### src/rtl/pipe_skid_reg_pkg.sv
// Shared types for the skid-buffered pipeline register.
package pipe_pkg;

    typedef enum logic [1:0] {
        PS_EMPTY = 2'd0,
        PS_ONE   = 2'd1,
        PS_TWO   = 2'd2
    } pipe_state_t;

    // The unused encoding 2'd3 is treated as empty so a corrupted state drains cleanly.
    function automatic pipe_state_t decode_state(input logic [1:0] raw);
        pipe_state_t s;
        case (raw)
            2'd1:    s = PS_ONE;
            2'd2:    s = PS_TWO;
            default: s = PS_EMPTY;
        endcase
        return s;
    endfunction

endpackage

### src/rtl/pipe_skid_reg_if.sv
// Upstream/downstream valid-ready channel of the pipeline register.
interface pipe_skid_reg_if #(
    parameter int WIDTH = 64
);
    logic             in_valid;
    logic             in_ready;
    logic [WIDTH-1:0] in_data;
    logic             out_valid;
    logic             out_ready;
    logic [WIDTH-1:0] out_data;
    logic [1:0]       occupancy;

    modport slave (
        input  in_valid, in_data, out_ready,
        output in_ready, out_valid, out_data, occupancy
    );

    modport master (
        output in_valid, in_data, out_ready,
        input  in_ready, out_valid, out_data, occupancy
    );
endinterface

### src/rtl/pipe_skid_reg_en_reg.sv
// Enabled register with asynchronous active-low reset; holds its value unless en_i is set.
module en_reg #(
    parameter int               WIDTH       = 64,
    parameter logic [WIDTH-1:0] RESET_VALUE = '0
) (
    input  logic             clk,
    input  logic             rst_n,
    input  logic             en_i,
    input  logic [WIDTH-1:0] d_i,
    output logic [WIDTH-1:0] q_o
);
    logic [WIDTH-1:0] data_q;
    logic [WIDTH-1:0] data_d;

    assign data_d = en_i ? d_i : data_q;

    always_ff @(posedge clk or negedge rst_n) begin
        if (!rst_n) data_q <= RESET_VALUE;
        else        data_q <= data_d;
    end

    assign q_o = data_q;
endmodule

### src/rtl/pipe_skid_reg.sv
// Pipeline register with valid/ready handshake, 2-entry skid buffer and synchronous flush.
// in_ready is registered, so there is no combinational path from out_ready back upstream.
module pipe_skid_reg
    import pipe_pkg::*;
#(
    parameter int               WIDTH       = 64,
    parameter logic [WIDTH-1:0] RESET_VALUE = '0
) (
    input  logic            clk,
    input  logic            reset,
    input  logic            flush,
    pipe_skid_reg_if.slave  bus
);
    pipe_state_t      state_q, state_d, state_cur;
    logic             in_ready_q, in_ready_d;
    logic             accept, consume;
    logic             main_en, skid_en, main_from_skid;
    logic [WIDTH-1:0] main_q, skid_q, main_d, skid_d;

    assign state_cur = decode_state(state_q);
    assign accept    = bus.in_valid & in_ready_q;
    assign consume   = bus.out_valid & bus.out_ready;

    always_comb begin
        state_d        = state_cur;
        main_en        = 1'b0;
        skid_en        = 1'b0;
        main_from_skid = 1'b0;
        if (flush) begin
            state_d = PS_EMPTY;
            main_en = 1'b1;
            skid_en = 1'b1;
        end else begin
            case (state_cur)
                PS_EMPTY: begin
                    if (accept) begin
                        main_en = 1'b1;
                        state_d = PS_ONE;
                    end
                end
                PS_ONE: begin
                    if (accept && consume) begin
                        main_en = 1'b1;
                    end else if (accept) begin
                        skid_en = 1'b1;
                        state_d = PS_TWO;
                    end else if (consume) begin
                        state_d = PS_EMPTY;
                    end
                end
                PS_TWO: begin
                    if (consume) begin
                        main_en        = 1'b1;
                        main_from_skid = 1'b1;
                        state_d        = PS_ONE;
                    end
                end
                default: state_d = PS_EMPTY;
            endcase
        end
        in_ready_d = (state_d != PS_TWO);
    end

    always_ff @(posedge clk or negedge reset) begin
        if (!reset) begin
            state_q    <= PS_EMPTY;
            in_ready_q <= 1'b0;
        end else begin
            state_q    <= state_d;
            in_ready_q <= in_ready_d;
        end
    end

    assign main_d = flush ? RESET_VALUE : (main_from_skid ? skid_q : bus.in_data);
    assign skid_d = flush ? RESET_VALUE : bus.in_data;

    en_reg #(.WIDTH(WIDTH), .RESET_VALUE(RESET_VALUE)) u_main (
        .clk   (clk),
        .rst_n (reset),
        .en_i  (main_en),
        .d_i   (main_d),
        .q_o   (main_q)
    );

    en_reg #(.WIDTH(WIDTH), .RESET_VALUE(RESET_VALUE)) u_skid (
        .clk   (clk),
        .rst_n (reset),
        .en_i  (skid_en),
        .d_i   (skid_d),
        .q_o   (skid_q)
    );

    assign bus.in_ready  = in_ready_q;
    assign bus.out_valid = (state_cur != PS_EMPTY);
    assign bus.occupancy = state_cur;
    assign bus.out_data  = main_q;
endmodule
### src/flat_wrapper.sv
// flat-port wrapper written by rule: the top's interface ports become plain ports
module pipe_skid_reg_flat import pipe_pkg::*;
#(
    parameter int               WIDTH       = 64,
    parameter logic [WIDTH-1:0] RESET_VALUE = '0
)
  (clk, reset, flush, bus_in_valid, bus_in_data, bus_out_ready, bus_in_ready, bus_out_valid, bus_out_data, bus_occupancy);
  pipe_skid_reg_if #(.WIDTH(WIDTH)) bus_i ();
  input  logic clk;
  input  logic reset;
  input  logic flush;
  input wire logic [$bits(bus_i.in_valid)-1:0] bus_in_valid;
  input wire logic [$bits(bus_i.in_data)-1:0] bus_in_data;
  input wire logic [$bits(bus_i.out_ready)-1:0] bus_out_ready;
  output wire logic [$bits(bus_i.in_ready)-1:0] bus_in_ready;
  output wire logic [$bits(bus_i.out_valid)-1:0] bus_out_valid;
  output wire logic [$bits(bus_i.out_data)-1:0] bus_out_data;
  output wire logic [$bits(bus_i.occupancy)-1:0] bus_occupancy;
  assign bus_i.in_valid = bus_in_valid;
  assign bus_i.in_data = bus_in_data;
  assign bus_i.out_ready = bus_out_ready;
  assign bus_in_ready = bus_i.in_ready;
  assign bus_out_valid = bus_i.out_valid;
  assign bus_out_data = bus_i.out_data;
  assign bus_occupancy = bus_i.occupancy;
  pipe_skid_reg #(.WIDTH(WIDTH), .RESET_VALUE(RESET_VALUE)) u_core (.clk(clk), .reset(reset), .flush(flush), .bus(bus_i));
endmodule
### config.mk
export PLATFORM = sky130hd
export DESIGN_NAME = pipe_skid_reg_flat
export DESIGN_NICKNAME = d
export VERILOG_FILES = /design/src/rtl/pipe_skid_reg_pkg.sv /design/src/rtl/pipe_skid_reg_if.sv /design/src/rtl/pipe_skid_reg_en_reg.sv /design/src/rtl/pipe_skid_reg.sv /design/src/flat_wrapper.sv
export SDC_FILE = /design/constraint.sdc
export NUM_CORES = 1
export LEC_CHECK = 0
export BUFFER_PORTS_ARGS = -buffer_cell sky130_fd_sc_hd__buf_4
export CAP_MARGIN = 20
export CORE_ASPECT_RATIO = 0.6
export CORE_MARGIN = 8
export CORE_UTILIZATION = 58
export CTS_BUF_LIST = sky130_fd_sc_hd__clkbuf_16
export DETAILED_ROUTE_END_ITERATION = 12
export GPL_TIMING_DRIVEN = 1
export PLACE_DENSITY = 0.85
export SYNTH_ARGS = -nofsm -noshare
export SYNTH_HDL_FRONTEND = slang
export SYNTH_SLANG_ARGS = --single-unit
### constraint.sdc
create_clock -name clk -period 4.7 [get_ports clk]
set_input_delay 0.47 -clock clk [delete_from_list [all_inputs] [get_ports clk]]
set_output_delay 0.47 -clock clk [all_outputs]
set_load 0.01 [all_outputs]
-- Yosys cells after proc, flatten, opt, wreduce, memory -nomap -nowiden
Index checks and enable logic that the tools add are counted.
- word-level logic and storage cells: 35
- input bits: 69
- output and inout bits: 68
- register bits: 131
- mux-type cells: 21
- equality and inequality tests: 5
- reductions and logical operators: 3
- bitwise logic cells: 2
- operators with widths (operator ; number):
    2-to-1 mux 64 bit ; 3
    2-to-1 mux 2 bit ; 6
    2-to-1 mux 1 bit ; 9
    case mux 2 bit (3 select lines) ; 1
    equality test 2 x 1 -> 1 bit, second input constant ; 2
    equality test 2 bit, second input constant ; 2
    case mux 2 bit (2 select lines) ; 1
    case mux 1 bit (3 select lines) ; 1
    bitwise AND 1 bit ; 2
    zero test 2 bit ; 1
    inequality test 2 bit, second input constant ; 1
    nonzero test 2 bit ; 1
    logical AND 1 bit ; 1

-- Longest topological paths before layout
- depth in word-level cells: 10
- depth in mapped cells: 9
- depth with buffers taken out: 6

-- By module
A second synthesis with hierarchy kept.
- cells, all modules: 451
- area, all modules: 7228.2 um2
- modules (own cells, without submodules) (module ; instances ; seq. area each (um2) ; cells each ; area each (um2)):
    en_reg ; 2 ; 1601.5 ; 135 ; 2678.8
    pipe_skid_reg ; 1 ; 75.1 ; 181 ; 1870.5

-- Worst setup path after synthesis
Ideal clock, no wire load.
- kind: flip-flop to flip-flop
- from: reg u_core.state_q[0]
- to: reg u_core.u_main.data_q[10], in the netlist u_core.u_main.q_o[10]
- library setup time: 0.094 ns
- path buffers: 2
- cell stages (with the launch flop): 9
- data arrival time: 1.783 ns
- data required time: 4.606 ns
- path slack: 2.823 ns
- period minus slack after synthesis: 1.877 ns
- cells stage by stage: dfrtp_1 -> inv_1 -> ha_1 -> nand2b_1 -> a222oi_1 -> buf_2 -> buf_4 -> nor2_1 -> a211oi_1
- word-level cells in the longest chain between the ends: 9
- elaborated cells between the ends (all ways): 17
- those cells by class: 4 x eq/ne; 9 x mux; 1 x bitwise; 3 x reduce/logical
- ends and longest elaborated chain (element ; line ; source):
    from (decl) ; pipe_skid_reg.sv:14 ; pipe_state_t state_q, state_d, state_cur;
    from (signal assigned) ; pipe_skid_reg.sv:69 ; state_q <= state_d;
    equality test 2 bit / equality test 2 x 1 -> 1 bit (equally long branches) ; pipe_skid_reg_pkg.sv:13 ; case (raw)
    case mux 2 bit (2 select lines) * ; pipe_skid_reg_pkg.sv:13 ;
    nonzero test 2 bit ; pipe_skid_reg.sv:94 ; assign bus.out_valid = (state_cur != PS_EMPTY);
    bitwise AND 1 bit ; pipe_skid_reg.sv:22 ; assign consume = bus.out_valid & bus.out_ready;
    2-to-1 mux 1 bit ; pipe_skid_reg.sv:52 ; if (consume) begin
    2-to-1 mux 1 bit ; pipe_skid_reg.sv:34 ; case (state_cur)
    2-to-1 mux 1 bit ; pipe_skid_reg.sv:29 ; if (flush) begin
    2-to-1 mux 64 bit (2 in a row) ; pipe_skid_reg.sv:74 ; assign main_d = flush ? RESET_VALUE : (main_from_skid ? skid_q : bus.in_data);
    to (signal assigned) ; pipe_skid_reg_en_reg.sv:19 ; else data_q <= data_d;
    to (decl) ; pipe_skid_reg_en_reg.sv:12 ; logic [WIDTH-1:0] data_q;
Mark *: on every way between the ends. The rest lies on a longest branch, timed or not.
A chain may end at the register's enable or synchronous reset.

-- Worst setup path after layout
- from: reg u_core.state_q[0]
- to: reg u_core.u_main.data_q[53], in the netlist u_core.u_main.q_o[53]
Same word-level chain as after synthesis.

==> out/qor.yml <==
outcome:
  status: "complete, no violations"
timing:
  relSlewSlack: 0.4919
  drv_slew: 0
  rsz0062_at_grt: "no"
  tightest_slew_ns: 0.7622
  period_needed_ns: 2.748
  setup_viol: 0
  period_share: 0.5846
  finalHoldViolations: 0
  finClkSkew_ns: 0.006684
  fmax_mhz: 363.9
  final.setup.tns_ns: 0
worst_setup_path:
  reg2reg_depth: 7
  path_max_fanout: 38
  path_cells: "inv_1, ha_1, inv_1, nand3_4, buf_4, mux2i_1, a211oi_1"
  cp.arrival_ns: 3.05
  crit_buf_inv: 3
  r2r_setup_slack_ns: 1.95
  worstSetupPathType: "reg -> reg"
  critical_path_required_ns: 5.00
  slowest_delay_ns: 0.56
  cpMostUsedCell: "inv_1"
  timing.rr.start: "u_core.state_q[0]"
  timing.rr.end: "u_core.u_main.q_o[53]"
  critPathTopFamily: "buffers and inverters"
  start_kind: "flip-flop"
  crit_path_end_kind: "flip-flop"
  cpMaxStageDelayCell: "nand3_4"
layout:
  final_core_util: 0.7623
  num-fill-cells: 643
  finalNonFillerCells: 854
  drive_above_1_share: 0.2448
  final_cell_mix: "143 x buf_4, 131 x dfrtp_1, 130 x nand2_1"
  n_antenna_cell: 0
  areaGrowthSynthToFinish_pct: 28.11
  nets: 778
  final_area_um2: 7505
  layout_commonest_cell: "buf_4"
routing:
  routed_wl_um: 15720
  antenna_left: 0
  via_per_inst: 5.696
  first_iter_violations: 419
  drc: 0
  vias: 4864
  dr.pass1.iters: 5
  wl_per_cell_um: 18.41
clocking:
  cts_root_buf: "clkbuf_16"
  htree_num_levels: 4
  numCtsBuffers: 17
  path_clk_slew_ns: 0.06
  cts_hold_buf: 0
  post-cts-setup-buffers: 0
  cts-resized-gates: 0
  clkSinkCount: 131
  clk_latency_ns: 0.41
  cts_tree: "built"
  clk_path_buf_depth: 2
placed_design:
  placed_area_um2: 6912
  port_buffers: 136
  hpwl_um: 10250
  place_inst: 822
  gp_congestion: 0.8615
synth:
  netlist.area_leader.share: 0.5596
  synthMuxAreaShare: 0.1094
  synth-seq-cells: 131
  ys_top_cells_by_area: "dfrtp_1 56%, mux2i_1 11%, a211oi_1 8.3%"
  synth_area_um2: 5858
  synth_top_cell_by_area: "dfrtp_1"
  syn-num-nets: 664
  synth.distinct_cells: 24
  synth_area_per_cell_um2: 9.895
  synth-compound-area-share: 0.1487
  synth_xor_area_frac: 0
  yosysSeqAreaShare: 0.5596
  synth_cells: 592
  synth_fa_ha_area_frac: 0.006408
  synth_top_family_by_area: "compound AO/OA/AOI/OAI gates"
  ys_warn_count: 0
  synthSimpleGateAreaFrac: 0.1352
die:
  rows: 28
  core-area_um2: 9844
  fp.dieW_um: 145.7
  die_y_um: 93.85
  dieArea_um2: 13680
  io_pins: 137
  start_util: 0.5951
run:
  maxCapViolCount: 0
global_route:
  grt_max_degree: 71
  overflow: 0
  grt_pass1_vias: 4921
  grt_pass1_wl_um: 24950
  antenna_found_initial: 0
  grt_usage: 0.2280
min_path:
  hold_path.class: "in -> async"
pwr:
  ir_drop_mv: 0.2945
  power.static_leakage_nw: 3.851
  pwr_density_cell_nw_per_um2: 430.5
  p_total_mw: 3.231
[metrics by stage]
step	setup slack (ns)	hold WS [ns]
finish	1.952	0.04631
detailed placement	2.059	0.4921
global route	1.794	0.07894
floorplan	2.823	0.1744
global placement	2.247	0.4900
CTS	1.983	0.05594
[cells by family (layout without fill, tap and decap cells)]
group	count (synthesis)	after routing
simple gates	204	204
compound gates	138	138
flops	131	131
mux	64	64
buf+inv	52	179
fa+ha+maj	3	3
[how the worst max path moves through the flow]
stage,start,slack [ns],to,depth (start not counted)
after floorplan,u_core.state_q[0],2.82,u_core.u_main.q_o[10],8
after global placement,u_core.state_q[0],2.25,u_core.u_main.q_o[62],7
after detailed placement,u_core.state_q[0],2.06,u_core.u_main.q_o[58],7
after CTS,u_core.state_q[0],1.98,u_core.u_main.q_o[53],7
after global routing,u_core.state_q[0],1.79,u_core.u_main.q_o[56],7
final,u_core.state_q[0],1.95,u_core.u_main.q_o[53],7
[metal layers]
layer | global-route usage | up-vias | wire length [µm]
met2 | 0.3864 | 177 | 7806
met3 | 0.07167 | 23 | 1105
met4 | 0.07063 | 0 | 209
li1 | - | 2279 | -
met5 | 0 | - | 0
met1 | 0.2768 | 2385 | 6599
[layout make-up]
type | instances | area [µm²] | area share
tap | 135 | 168.9 | 0.02251
multi-input combinational | 409 | 2360 | 0.3144
timing repair buffer | 144 | 1094 | 0.1457
sequential | 131 | 3278 | 0.4368
clock buffer | 17 | 425.4 | 0.05669
clock inverter | 15 | 167.7 | 0.02234
inverter | 3 | 11.26 | 0.001500
[state kept, by name, summed over array words and instances (netlist names)]
signal / cells
u_core.state_q: 2
u_core.u_main.q_o: 64
u_core.bus.in_ready: 1
u_core.u_skid.q_o: 64
[synthesized netlist by cell type]
| cell type | number |
|---|---|
| dfrtp_1 | 131 |
| nand2_1 | 130 |
| a21oi_1 | 67 |
| a211oi_1 | 65 |
| mux2i_1 | 64 |
| nor2_1 | 64 |
| clkbuf_1 | 21 |
| buf_2 | 17 |
| buf_4 | 6 |
| buf_1 | 5 |
| ha_1 | 3 |
| inv_1 | 3 |
| nand2b_1 | 2 |
| nand3_1 | 2 |
| nor2b_1 | 2 |
| o21ai_0 | 2 |
| a21bo_2 | 1 |
| a222oi_1 | 1 |
| and2_1 | 1 |
| and3_1 | 1 |
| nand3b_1 | 1 |
| nand4b_1 | 1 |
| o221ai_1 | 1 |
| o31a_1 | 1 |
[power breakdown]
group	switching (mW)	internal, mW
Clock	0.491	0.827
Sequential	0.0722	1.24
Combinational	0.347	0.253
Total	0.910	2.32
No activity file was read; power rests on OpenSTA's default activity.
